**config.mk**
```make
export PLATFORM = sky130hd
export DESIGN_NAME = pipeline_hazard_controller_flat
export DESIGN_NICKNAME = d
export VERILOG_FILES = /design/src/rtl/pipeline_hazard_controller_pkg.sv /design/src/rtl/pipeline_hazard_controller_if.sv /design/src/rtl/pipeline_hazard_controller_load_use_detect.sv /design/src/rtl/pipeline_hazard_controller.sv /design/src/flat_wrapper.sv
export SDC_FILE = /design/constraint.sdc
export NUM_CORES = 1
export LEC_CHECK = 0
export BUFFER_PORTS_ARGS = -buffer_cell sky130_fd_sc_hd__clkbuf_2
export CAP_MARGIN = 20
export CORE_UTILIZATION = 47
export CTS_CLUSTER_SIZE = 14
export DETAILED_ROUTE_END_ITERATION = 10
export GPL_TIMING_DRIVEN = 0
export PLACE_DENSITY = 0.87
export SLEW_MARGIN = 20
export SYNTH_ARGS = -nofsm -noshare
export SYNTH_HDL_FRONTEND = slang
export SYNTH_SLANG_ARGS = --single-unit
export TNS_END_PERCENT = 30
```
**constraint.sdc**
```tcl
create_clock -name clk -period 2 [get_ports clk]
set_input_delay 0.1 -clock clk [delete_from_list [all_inputs] [get_ports clk]]
set_output_delay 0.1 -clock clk [all_outputs]
set_load 0.02 [all_outputs]
```
**src/rtl/pipeline_hazard_controller_pkg.sv**
```systemverilog
// ---------------------------------------------------------------------------
// pipeline_ctrl_pkg
//
// Shared types and constants for the MIPS pipeline hazard controller.
//   state_e         : controller state encodings (INIT, RUN, MUL_WAIT)
//   SWE_*           : bit positions inside StageWriteEnable
//   SWE_ALL         : every stage register advances
//   SWE_HOLD_IDEX   : ID/EX held, EX/MEM and MEM/WB still written
//   MUL_OPCODE      : primary opcode of the multi-cycle multiply
//   isMulOpcode()   : decode helper for the multiply opcode
// ---------------------------------------------------------------------------
package pipeline_ctrl_pkg;

    typedef enum logic [1:0] {
        ST_INIT     = 2'b00,
        ST_RUN      = 2'b01,
        ST_MUL_WAIT = 2'b10
    } state_e;

    localparam int SWE_IDEX  = 0;
    localparam int SWE_EXMEM = 1;
    localparam int SWE_MEMWB = 2;

    localparam logic [2:0] SWE_ALL       = 3'b111;
    localparam logic [2:0] SWE_HOLD_IDEX = 3'b110;

    localparam logic [5:0] MUL_OPCODE = 6'b011100;

    // Lets the decoder produce ID_MulOp from the raw opcode field.
    function automatic logic isMulOpcode(input logic [5:0] opcode);
        return opcode == MUL_OPCODE;
    endfunction

endpackage

```
**src/rtl/pipeline_hazard_controller_if.sv**
```systemverilog
// ---------------------------------------------------------------------------
// pipeline_hazard_controller_if
//
// Bundle between the pipeline datapath/decoder (master) and the hazard
// controller (slave).
//   Hazard inputs  : IFID_Rs, IFID_Rt, ID_UsesRt, ID_MulOp, IDEX_MemRead,
//                    IDEX_Rt, EX_BranchTaken
//   Control outputs: PCWrite, IFID_Write, IFID_Flush, IDEX_Flush, EXMEM_Flush,
//                    StageWriteEnable, MulStart, MulBusy, StallCount
// COUNT_WIDTH must match the controller's COUNT_WIDTH.
// ---------------------------------------------------------------------------
interface pipeline_hazard_controller_if #(
    parameter int COUNT_WIDTH = 32
);
    import pipeline_ctrl_pkg::*;

    logic [4:0]             IFID_Rs;
    logic [4:0]             IFID_Rt;
    logic                   ID_UsesRt;
    logic                   ID_MulOp;
    logic                   IDEX_MemRead;
    logic [4:0]             IDEX_Rt;
    logic                   EX_BranchTaken;

    logic                   PCWrite;
    logic                   IFID_Write;
    logic                   IFID_Flush;
    logic                   IDEX_Flush;
    logic                   EXMEM_Flush;
    logic [2:0]             StageWriteEnable;
    logic                   MulStart;
    logic                   MulBusy;
    logic [COUNT_WIDTH-1:0] StallCount;

    modport master (
        output IFID_Rs, IFID_Rt, ID_UsesRt, ID_MulOp,
               IDEX_MemRead, IDEX_Rt, EX_BranchTaken,
        input  PCWrite, IFID_Write, IFID_Flush, IDEX_Flush, EXMEM_Flush,
               StageWriteEnable, MulStart, MulBusy, StallCount
    );

    modport slave (
        input  IFID_Rs, IFID_Rt, ID_UsesRt, ID_MulOp,
               IDEX_MemRead, IDEX_Rt, EX_BranchTaken,
        output PCWrite, IFID_Write, IFID_Flush, IDEX_Flush, EXMEM_Flush,
               StageWriteEnable, MulStart, MulBusy, StallCount
    );

endinterface

```
**src/rtl/pipeline_hazard_controller_load_use_detect.sv**
```systemverilog
// ---------------------------------------------------------------------------
// load_use_detect
//
// Purely combinational load-use hazard compare between the load in EX and
// the source registers of the instruction in ID.
//   idexMemRead_i : EX instruction is a load
//   idexRt_i      : load destination register
//   ifidRs_i      : rs of ID instruction (always a source)
//   ifidRt_i      : rt of ID instruction
//   idUsesRt_i    : ID instruction actually reads rt
//   loadHazard_o  : ID must wait one cycle for the load data
// ---------------------------------------------------------------------------
module load_use_detect (
    input  logic       idexMemRead_i,
    input  logic [4:0] idexRt_i,
    input  logic [4:0] ifidRs_i,
    input  logic [4:0] ifidRt_i,
    input  logic       idUsesRt_i,
    output logic       loadHazard_o
);

    // $zero is never really written, so a load targeting it cannot hazard.
    always_comb begin
        loadHazard_o = idexMemRead_i
                     & (idexRt_i != 5'd0)
                     & ((idexRt_i == ifidRs_i)
                        | (idUsesRt_i & (idexRt_i == ifidRt_i)));
    end

endmodule

```
**src/rtl/pipeline_hazard_controller.sv**
```systemverilog
// ---------------------------------------------------------------------------
// pipeline_hazard_controller
//
// Sequences the 5-stage MIPS pipeline: PC/IFID enables, per-stage write
// enables, flushes, load-use stalls, branch squashes and the multi-cycle
// multiply that occupies EX. Also keeps a saturating stall-cycle counter.
//   clk     : rising-edge clock
//   rst_n   : asynchronous active-low reset
//   ctrl_if : slave side of pipeline_hazard_controller_if
// Parameters:
//   MUL_LATENCY : total EX cycles a multiply occupies (2..16)
//   COUNT_WIDTH : width of StallCount
// ---------------------------------------------------------------------------
module pipeline_hazard_controller
    import pipeline_ctrl_pkg::*;
#(
    parameter int MUL_LATENCY = 4,
    parameter int COUNT_WIDTH = 32
) (
    input  logic                          clk,
    input  logic                          rst_n,
    pipeline_hazard_controller_if.slave   ctrl_if
);

    // The first MUL_WAIT cycle is already one of the MUL_LATENCY EX cycles.
    localparam logic [3:0]             MUL_RELOAD = 4'(MUL_LATENCY - 1);
    localparam logic [COUNT_WIDTH-1:0] COUNT_MAX  = '1;

    state_e                 state_q, state_d;
    logic [3:0]             mulCnt_q, mulCnt_d;
    logic                   mulStart_q, mulStart_d;
    logic [COUNT_WIDTH-1:0] stallCount_q, stallCount_d;

    logic       loadHazard;
    logic       runEval;
    logic       pcWrite;
    logic       ifidWrite;
    logic       ifidFlush;
    logic       idexFlush;
    logic       exmemFlush;
    logic [2:0] stageWe;
    logic       mulBusy;

    load_use_detect u_loadUseDetect (
        .idexMemRead_i (ctrl_if.IDEX_MemRead),
        .idexRt_i      (ctrl_if.IDEX_Rt),
        .ifidRs_i      (ctrl_if.IFID_Rs),
        .ifidRt_i      (ctrl_if.IFID_Rt),
        .idUsesRt_i    (ctrl_if.ID_UsesRt),
        .loadHazard_o  (loadHazard)
    );

    // State register, multiply countdown, start pulse and stall counter.
    always_ff @(posedge clk or negedge rst_n) begin
        if (!rst_n) begin
            state_q      <= ST_INIT;
            mulCnt_q     <= 4'd0;
            mulStart_q   <= 1'b0;
            stallCount_q <= '0;
        end else begin
            state_q      <= state_d;
            mulCnt_q     <= mulCnt_d;
            mulStart_q   <= mulStart_d;
            stallCount_q <= stallCount_d;
        end
    end

    // Next-state and Mealy outputs. The release cycle of a multiply behaves
    // exactly like a RUN cycle, so both share the runEval decision below;
    // that is what lets a second multiply start without an idle RUN cycle.
    always_comb begin
        state_d    = state_q;
        mulCnt_d   = mulCnt_q;
        mulStart_d = 1'b0;
        pcWrite    = 1'b0;
        ifidWrite  = 1'b0;
        ifidFlush  = 1'b0;
        idexFlush  = 1'b0;
        exmemFlush = 1'b0;
        stageWe    = 3'b000;
        mulBusy    = 1'b0;
        runEval    = 1'b0;

        case (state_q)
            ST_INIT: begin
                state_d = ST_RUN;
            end
            ST_RUN: begin
                runEval = 1'b1;
            end
            ST_MUL_WAIT: begin
                if (mulCnt_q != 4'd0) begin
                    // EX holds the multiply, so a taken branch cannot be in EX
                    // and EX_BranchTaken is deliberately not looked at here.
                    mulBusy    = 1'b1;
                    stageWe    = SWE_HOLD_IDEX;
                    exmemFlush = 1'b1;
                    mulCnt_d   = mulCnt_q - 4'd1;
                end else begin
                    runEval = 1'b1;
                end
            end
            default: begin
                state_d = ST_INIT;
            end
        endcase

        if (runEval) begin
            state_d   = ST_RUN;
            pcWrite   = 1'b1;
            ifidWrite = 1'b1;
            stageWe   = SWE_ALL;
            if (ctrl_if.EX_BranchTaken) begin
                // The ID instruction is squashed, so its hazards are moot.
                ifidFlush = 1'b1;
                idexFlush = 1'b1;
            end else if (loadHazard) begin
                pcWrite   = 1'b0;
                ifidWrite = 1'b0;
                idexFlush = 1'b1;
            end else if (ctrl_if.ID_MulOp) begin
                state_d    = ST_MUL_WAIT;
                mulCnt_d   = MUL_RELOAD;
                mulStart_d = 1'b1;
            end
        end
    end

    // Stall counter for bring-up; saturates rather than wrapping so a long
    // run never appears to have stalled less than it did.
    always_comb begin
        stallCount_d = stallCount_q;
        if ((state_q != ST_INIT) && !pcWrite && (stallCount_q != COUNT_MAX)) begin
            stallCount_d = stallCount_q + COUNT_WIDTH'(1);
        end
    end

    assign ctrl_if.PCWrite          = pcWrite;
    assign ctrl_if.IFID_Write       = ifidWrite;
    assign ctrl_if.IFID_Flush       = ifidFlush;
    assign ctrl_if.IDEX_Flush       = idexFlush;
    assign ctrl_if.EXMEM_Flush      = exmemFlush;
    assign ctrl_if.StageWriteEnable = stageWe;
    assign ctrl_if.MulStart         = mulStart_q;
    assign ctrl_if.MulBusy          = mulBusy;
    assign ctrl_if.StallCount       = stallCount_q;

endmodule
```
**src/flat_wrapper.sv**
```systemverilog
// flat-port wrapper written by rule: the top's interface ports become plain ports
module pipeline_hazard_controller_flat import pipeline_ctrl_pkg::*;
#(
    parameter int MUL_LATENCY = 4,
    parameter int COUNT_WIDTH = 32
)
  (clk, rst_n, ctrl_if_IFID_Rs, ctrl_if_IFID_Rt, ctrl_if_ID_UsesRt, ctrl_if_ID_MulOp, ctrl_if_IDEX_MemRead, ctrl_if_IDEX_Rt, ctrl_if_EX_BranchTaken, ctrl_if_PCWrite, ctrl_if_IFID_Write, ctrl_if_IFID_Flush, ctrl_if_IDEX_Flush, ctrl_if_EXMEM_Flush, ctrl_if_StageWriteEnable, ctrl_if_MulStart, ctrl_if_MulBusy, ctrl_if_StallCount);
  pipeline_hazard_controller_if #(.COUNT_WIDTH(COUNT_WIDTH)) ctrl_if_i ();
  input  logic clk;
  input  logic rst_n;
  input wire logic [$bits(ctrl_if_i.IFID_Rs)-1:0] ctrl_if_IFID_Rs;
  input wire logic [$bits(ctrl_if_i.IFID_Rt)-1:0] ctrl_if_IFID_Rt;
  input wire logic [$bits(ctrl_if_i.ID_UsesRt)-1:0] ctrl_if_ID_UsesRt;
  input wire logic [$bits(ctrl_if_i.ID_MulOp)-1:0] ctrl_if_ID_MulOp;
  input wire logic [$bits(ctrl_if_i.IDEX_MemRead)-1:0] ctrl_if_IDEX_MemRead;
  input wire logic [$bits(ctrl_if_i.IDEX_Rt)-1:0] ctrl_if_IDEX_Rt;
  input wire logic [$bits(ctrl_if_i.EX_BranchTaken)-1:0] ctrl_if_EX_BranchTaken;
  output wire logic [$bits(ctrl_if_i.PCWrite)-1:0] ctrl_if_PCWrite;
  output wire logic [$bits(ctrl_if_i.IFID_Write)-1:0] ctrl_if_IFID_Write;
  output wire logic [$bits(ctrl_if_i.IFID_Flush)-1:0] ctrl_if_IFID_Flush;
  output wire logic [$bits(ctrl_if_i.IDEX_Flush)-1:0] ctrl_if_IDEX_Flush;
  output wire logic [$bits(ctrl_if_i.EXMEM_Flush)-1:0] ctrl_if_EXMEM_Flush;
  output wire logic [$bits(ctrl_if_i.StageWriteEnable)-1:0] ctrl_if_StageWriteEnable;
  output wire logic [$bits(ctrl_if_i.MulStart)-1:0] ctrl_if_MulStart;
  output wire logic [$bits(ctrl_if_i.MulBusy)-1:0] ctrl_if_MulBusy;
  output wire logic [$bits(ctrl_if_i.StallCount)-1:0] ctrl_if_StallCount;
  assign ctrl_if_i.IFID_Rs = ctrl_if_IFID_Rs;
  assign ctrl_if_i.IFID_Rt = ctrl_if_IFID_Rt;
  assign ctrl_if_i.ID_UsesRt = ctrl_if_ID_UsesRt;
  assign ctrl_if_i.ID_MulOp = ctrl_if_ID_MulOp;
  assign ctrl_if_i.IDEX_MemRead = ctrl_if_IDEX_MemRead;
  assign ctrl_if_i.IDEX_Rt = ctrl_if_IDEX_Rt;
  assign ctrl_if_i.EX_BranchTaken = ctrl_if_EX_BranchTaken;
  assign ctrl_if_PCWrite = ctrl_if_i.PCWrite;
  assign ctrl_if_IFID_Write = ctrl_if_i.IFID_Write;
  assign ctrl_if_IFID_Flush = ctrl_if_i.IFID_Flush;
  assign ctrl_if_IDEX_Flush = ctrl_if_i.IDEX_Flush;
  assign ctrl_if_EXMEM_Flush = ctrl_if_i.EXMEM_Flush;
  assign ctrl_if_StageWriteEnable = ctrl_if_i.StageWriteEnable;
  assign ctrl_if_MulStart = ctrl_if_i.MulStart;
  assign ctrl_if_MulBusy = ctrl_if_i.MulBusy;
  assign ctrl_if_StallCount = ctrl_if_i.StallCount;
  pipeline_hazard_controller #(.MUL_LATENCY(MUL_LATENCY), .COUNT_WIDTH(COUNT_WIDTH)) u_core (.clk(clk), .rst_n(rst_n), .ctrl_if(ctrl_if_i));
endmodule
```
Yosys cells after proc, flatten, opt, wreduce, memory -nomap -nowiden
Index checks and enable logic that the tools add are counted.
W data, S select, Z words.
{"block": "totals", "in_bits": 21, "reg_bits": 39, "romBits": 0, "mem_bits_rw": 0, "latchBits": 0, "elab_cells": 54, "output_inout_bits": 42, "memories": 0}
{"block": "classes", "n_mul": 0, "muxes": 30, "addsub": 2, "eq_ne": 6, "bitwise_logic": 4, "reduce_logical": 8, "n_div": 0, "magnitude_cmp": 0, "shifts": 0}
{"op": "$add A32 B1 Y32 const B", "count": 1}
{"op": "$ne A32 B32 Y1 const B", "count": 1}
{"op": "$mux W4", "count": 6}
{"op": "$mux W1", "count": 15}
{"op": "$eq A5 B5 Y1", "count": 2}
{"op": "$mux W3", "count": 3}
{"op": "$mux W2", "count": 4}
{"op": "$reduce_bool A5 Y1", "count": 1}
{"op": "$pmux W2 S2", "count": 1}
{"op": "$reduce_bool A4 Y1", "count": 1}
{"op": "$sub A4 B1 Y4 const B", "count": 1}
{"op": "$and A1 B1 Y1", "count": 3}
{"op": "$eq A2 B1 Y1 const B", "count": 1}
{"op": "$eq A2 B2 Y1 const B", "count": 1}
{"op": "$logic_and A1 B1 Y1", "count": 2}
{"op": "$logic_not A2 Y1", "count": 1}
{"op": "$ne A2 B1 Y1 const B", "count": 1}
{"op": "$pmux W1 S2", "count": 1}
{"op": "$reduce_bool A2 Y1", "count": 1}
{"op": "$reduce_or A2 Y1", "count": 1}
{"op": "$logic_not A1 Y1", "count": 1}
{"op": "$or A1 B1 Y1", "count": 1}

Longest topological paths before layout
{"block": "logic_depth", "depth_word": 10, "depth_mapped": 11, "mapped_depth_nobuf": 9}

By module
From an unflattened synthesis, not the netlist that was laid out.
{"block": "unflattened", "cells_unflattened": 224, "area_unflattened_um2": 2290.9}
{"module": "pipeline_hazard_controller", "area_each_um2": 2158.3, "cells_each": 207, "instances": 1, "seq_area_each_um2": 975.9}
{"module": "load_use_detect", "area_each_um2": 132.6, "cells_each": 17, "instances": 1, "seq_area_each_um2": 0.0}

Least setup slack after synthesis
Ideal clock, no wire load.
{"block": "synth_path", "kind": "register -> register", "startpoint": "register u_core.stallCount_q[0] (netlist: u_core.ctrl_if.StallCount[0])", "endpoint": "register u_core.stallCount_q[1] (netlist: u_core.ctrl_if.StallCount[1])", "path_slack_ns": -0.042, "n_path_buf": 0, "synth_period_minus_slack_ns": 2.042, "stages_incl_launch_ff": 7, "t_arrival_ns": 1.917, "cell_sequence": "dfrtp_1 -> ha_1 -> nand4_1 -> or3_1 -> nand3b_2 -> nand2b_1 -> mux2_2"}
{"block": "synth_between", "elab_chain_cells": 2, "elab_cells_between_ends": 3}
{"item": "from (decl)", "line": "pipeline_hazard_controller.sv:32", "rtl": "logic [COUNT_WIDTH-1:0] stallCount_q, stallCount_d;"}
{"item": "from (signal assigned)", "line": "pipeline_hazard_controller.sv:64", "rtl": "stallCount_q <= stallCount_d;"}
{"item": "branches (longest 2 deep; another with $add A32 B1 Y32)"}
Several ways; the timed one is not identified.
A chain may end at the register's enable or synchronous reset.

Worst setup path in the final report
{"block": "layout_path", "startpoint": "register u_core.mulCnt_q[0]", "endpoint": "register u_core.stallCount_q[7] (netlist: u_core.ctrl_if.StallCount[7])"}
{"block": "layout_between", "elab_chain_cells": 7}
{"item": "from (decl)", "line": "pipeline_hazard_controller.sv:30", "rtl": "logic [3:0] mulCnt_q, mulCnt_d;"}
{"item": "from (signal assigned)", "line": "pipeline_hazard_controller.sv:62", "rtl": "mulCnt_q <= mulCnt_d;"}
{"item": "$reduce_bool A4 Y1", "line": "pipeline_hazard_controller.sv:92", "rtl": "if (mulCnt_q != 4'd0) begin"}
{"item": "$mux W1", "line": "pipeline_hazard_controller.sv:92"}
{"item": "$pmux W1 S2", "line": "pipeline_hazard_controller.sv:84", "rtl": "case (state_q)"}
{"item": "via u_core.runEval", "line": "pipeline_hazard_controller.sv:35", "rtl": "logic runEval;"}
{"item": "$mux W1", "line": "pipeline_hazard_controller.sv:108", "rtl": "if (runEval) begin"}
{"item": "$logic_not A1 Y1", "line": "pipeline_hazard_controller.sv:133", "rtl": "if ((state_q != ST_INIT) && !pcWrite && (stallCount_q != COUNT_MAX)) begin"}
{"item": "$logic_and A1 B1 Y1 (2 in series)", "line": "pipeline_hazard_controller.sv:133"}
The timed path passes the listed nets, and every way through them passes these cells.

==> impl_metrics.env <==
export IMPL_status="finished, violations left"
export IMPL_violations="design-rule violations, negative setup slack"
export IMPL_synth_nets=255
export IMPL_grtUsageTotal=0.227
export IMPL_power_leakage_nw=1.49
export IMPL_hold_viol_final=0
export IMPL_ys_types=42
export IMPL_drt_iter0_markers=99
export IMPL_hold_slack_ps=251
export IMPL_io_pins=63
export IMPL_synthFlopType="dfrtp_1"
export IMPL_ctsHtreeMaxLevel=2
export IMPL_cp_slowest_cell="dfrtp_1"
export IMPL_finalSetupTns_ps=-78.0
export IMPL_maxCapViolations=0
export IMPL_placed_cells=343
export IMPL_arrival_ps=2210
export IMPL_postRouteAntennaNets=0
export IMPL_clk_latency_ps=290
export IMPL_ys_warn_count=0
export IMPL_cts_tree="yes"
export IMPL_fillerInstances=345
export IMPL_setup_worst_path_start_class="flip-flop"
export IMPL_post_route_min_period_ps=2040
export IMPL_drive_gt1_frac=0.426
export IMPL_hold_depth=3
export IMPL_wl_mm=5.59
export IMPL_viasPerCell=5.61
export IMPL_cts_max_path_buffers=2
export IMPL_dp_hpwl_mm=3.69
export IMPL_cts_buffers=5
export IMPL_regToRegSetupSlack_ps=-40
export IMPL_ys_seq_area_frac=0.435
export IMPL_routedWlPerCell_um=15.4
export IMPL_initial_core_util=0.501
export IMPL_die_h_um=71.1
export IMPL_rsz0062_at_grt="true"
export IMPL_hold_class="in -> reg"
export IMPL_cpMostUsedCell="inv_2"
export IMPL_setup_viol=3
export IMPL_dpl_instance_area_um2=2620
export IMPL_max_freq_mhz=490
export IMPL_die_width_um=71.1
export IMPL_slew_violations=0
export IMPL_first_pass_iters=7
export IMPL_period_share=1.02
export IMPL_area_growth_pct=33.1
export IMPL_max_stage_delay_ps=380
export IMPL_power_density_nw_per_um2=1130
export IMPL_antenna_cells=0
export IMPL_numClockSinks=39
export IMPL_grt_max_degree=40
export IMPL_ys_ff_latch=39
export IMPL_synthesis_area_um2=2240
export IMPL_cp_required_ps=2170
export IMPL_relSlewSlack=0.360
export IMPL_path_class="reg -> reg"
export IMPL_fin_skew_ps=3.69
export IMPL_async_flop_share=1.00
export IMPL_grt_pass1_vias=1939
export IMPL_ir_drop_uv=817
export IMPL_design_die_area_um2=5050
export IMPL_grt_overflow_total=0
export IMPL_endpoint_kind="flip-flop"
export IMPL_synth_cells=229
export IMPL_dr_total_vias=2041
export IMPL_setup_ws_ps=-40.0
export IMPL_synth_edf_count=0
export IMPL_root_buffer="clkbuf_8"
export IMPL_finalNonFillerCells=364
export IMPL_portBuffers=62
export IMPL_core_area_um2=4470
export IMPL_gp_congestion=0.774
export IMPL_cp_max_fo=5
export IMPL_reg2reg_depth=10
export IMPL_tightest_slew_ps=960
export IMPL_finish_net_count=337
export IMPL_syn_avg_cell_area_um2=9.79
export IMPL_antenna_found_initial=0
export IMPL_final_cell_area_um2=2990
export IMPL_crit_chain="inv_2 > ha_4 > and4bb_2 > o21ai_4 > inv_2 > nor2_2 > a21oi_2 > buf_6 > or3_4 > xnor2_2"
export IMPL_grt_pass1_wl_mm=8.87
export IMPL_num_rows=24
export IMPL_remaining_drc_errors=4
export IMPL_clk_pin_slew_worst_paths_ps=70
[synth_stat cells (2+ instances only)]
| cell type | number | area [µm²] |
|---|---|---|
| nor3_2 | 2 | 20.0 |
| nand3b_1 | 3 | 22.5 |
| or3_1 | 4 | 25.0 |
| buf_4 | 5 | 37.5 |
| inv_1 | 9 | 33.8 |
| nor2_1 | 21 | 78.8 |
| nor3_1 | 8 | 40.0 |
| nand4_1 | 14 | 87.6 |
| a21oi_1 | 4 | 20.0 |
| nand2_1 | 19 | 71.3 |
| xnor2_1 | 26 | 228 |
| buf_2 | 3 | 15.0 |
| nand2b_1 | 2 | 12.5 |
| ha_1 | 5 | 62.6 |
| nand3_1 | 13 | 65.1 |
| and2_1 | 3 | 18.8 |
| dfrtp_1 | 39 | 976 |
| o21ai_2 | 2 | 17.5 |
| nor4_1 | 6 | 37.5 |
| xor2_1 | 14 | 123 |
| and3_1 | 6 | 37.5 |
[through the flow]
step | util | setup slack, ps | power, mW
final | 0.667 | -40.0 | 3.37
after global routing | 0.667 | -161 | 3.58
after CTS | 0.632 | 0.822 | 3.19
after detailed placement | 0.586 | -224 | 2.52
after global placement | 0.586 | -159 | 2.47
after floorplan | - | -4.70 | 2.11
[cells by family after synthesis]
group | after synthesis | synth area share
compound gates | 13 | 0.0419
xor+xnor | 40 | 0.156
fa+ha+maj | 5 | 0.0279
buf+inv | 19 | 0.0502
flops | 39 | 0.435
mux | 2 | 0.00949
simple gates | 111 | 0.279
[cell usage in the layout, fill, tap and decap left out, drive strengths merged, types with 2 or more instances in the layout]
master / synthesis / layout
a21oi: 5 / 5
and2: 3 / 3
and3: 6 / 6
buf: 10 / 22
clkbuf: 0 / 69
dfrtp: 39 / 39
ha: 5 / 5
inv: 9 / 9
nand2: 19 / 19
nand2b: 2 / 2
nand3: 14 / 14
nand3b: 4 / 4
nand4: 14 / 14
nor2: 21 / 21
nor3: 10 / 10
nor4: 6 / 6
nor4b: 2 / 2
o21ai: 2 / 2
or3: 4 / 4
xnor2: 26 / 26
xor2: 14 / 14
[critical path, delay by kind of cell (launching register included)]
family / cells / cell delay [ps]
XOR/XNOR: 1 / 140
AO/OA/AOI/OAI: 2 / 220
flip-flops: 1 / 380
buffers and inverters: 3 / 310
AND/OR/NAND/NOR: 3 / 730
adder cells (fa/ha/maj): 1 / 160
[final cells by class]
type | count | area (µm²) | share of cell area
multi-input cells | 171 | 1330 | 0.447
flip-flops and latches | 39 | 981 | 0.329
repair buffers | 75 | 408 | 0.137
plain buffers | 10 | 82.6 | 0.0277
clock buffers | 7 | 76.3 | 0.0256
well taps | 52 | 65.1 | 0.0218
inverters | 9 | 33.8 | 0.0113
clock inverters | 1 | 5.00 | 0.00168
[layer usage]
layer,wire length [µm],vias to the layer above,track usage
li1,-,963,-
met1,2240,986,0.268
met2,2870,76,0.397
met3,301,16,0.0527
met4,171,0,0.0956
met5,0,-,0
[power by group]
| part | switching [mW] | internal (mW) | total [mW] | leakage (nW) |
|---|---|---|---|---|
| clock network | 0.269 | 0.245 | 0.514 | 0.0422 |
| registers | 0.162 | 0.931 | 1.09 | 0.508 |
| logic | 0.998 | 0.766 | 1.76 | 0.939 |
| total | 1.43 | 1.94 | 3.37 | 1.49 |
[state kept, by name, summed over array words and instances (netlist names)]
signal                     count
u_core.ctrl_if.MulStart        1
u_core.ctrl_if.StallCount     32
u_core.state_q                 2
u_core.mulCnt_q                4
[path summary, 6_finish.rpt]
| check | startpoint | to |
|---|---|---|
| worst max register to register | u_core.mulCnt_q[0]$_DFF_PN0_ | u_core.ctrl_if.StallCount[7]$_DFFE_PN0P_ |
| min in group asynchronous | rst_n | u_core.mulCnt_q[1]$_DFF_PN0_ |
| max in group asynchronous | rst_n | u_core.ctrl_if.StallCount[10]$_DFFE_PN0P_ |
| worst min-delay path | ctrl_if_ID_MulOp | u_core.ctrl_if.MulStart$_DFF_PN0_ |
| worst min register to register | u_core.ctrl_if.StallCount[19]$_DFFE_PN0P_ | u_core.ctrl_if.StallCount[19]$_DFFE_PN0P_ |
| worst max-delay path | u_core.mulCnt_q[0]$_DFF_PN0_ | u_core.ctrl_if.StallCount[7]$_DFFE_PN0P_ |
[what timing repair did]
| action | CTS | global route |
|---|---|---|
| resized for setup | 12 | 26 |
| buffers inserted | 6 | 4 |
| cloned | 1 | 1 |
| pin swaps | 4 | 5 |
| endpoints found under the hold margin | 39 | 0 |
| hold buffers | 1 | 0 |
| endpoints found under the setup margin | 30 | 35 |
No activity file was read; power rests on OpenSTA's default activity.
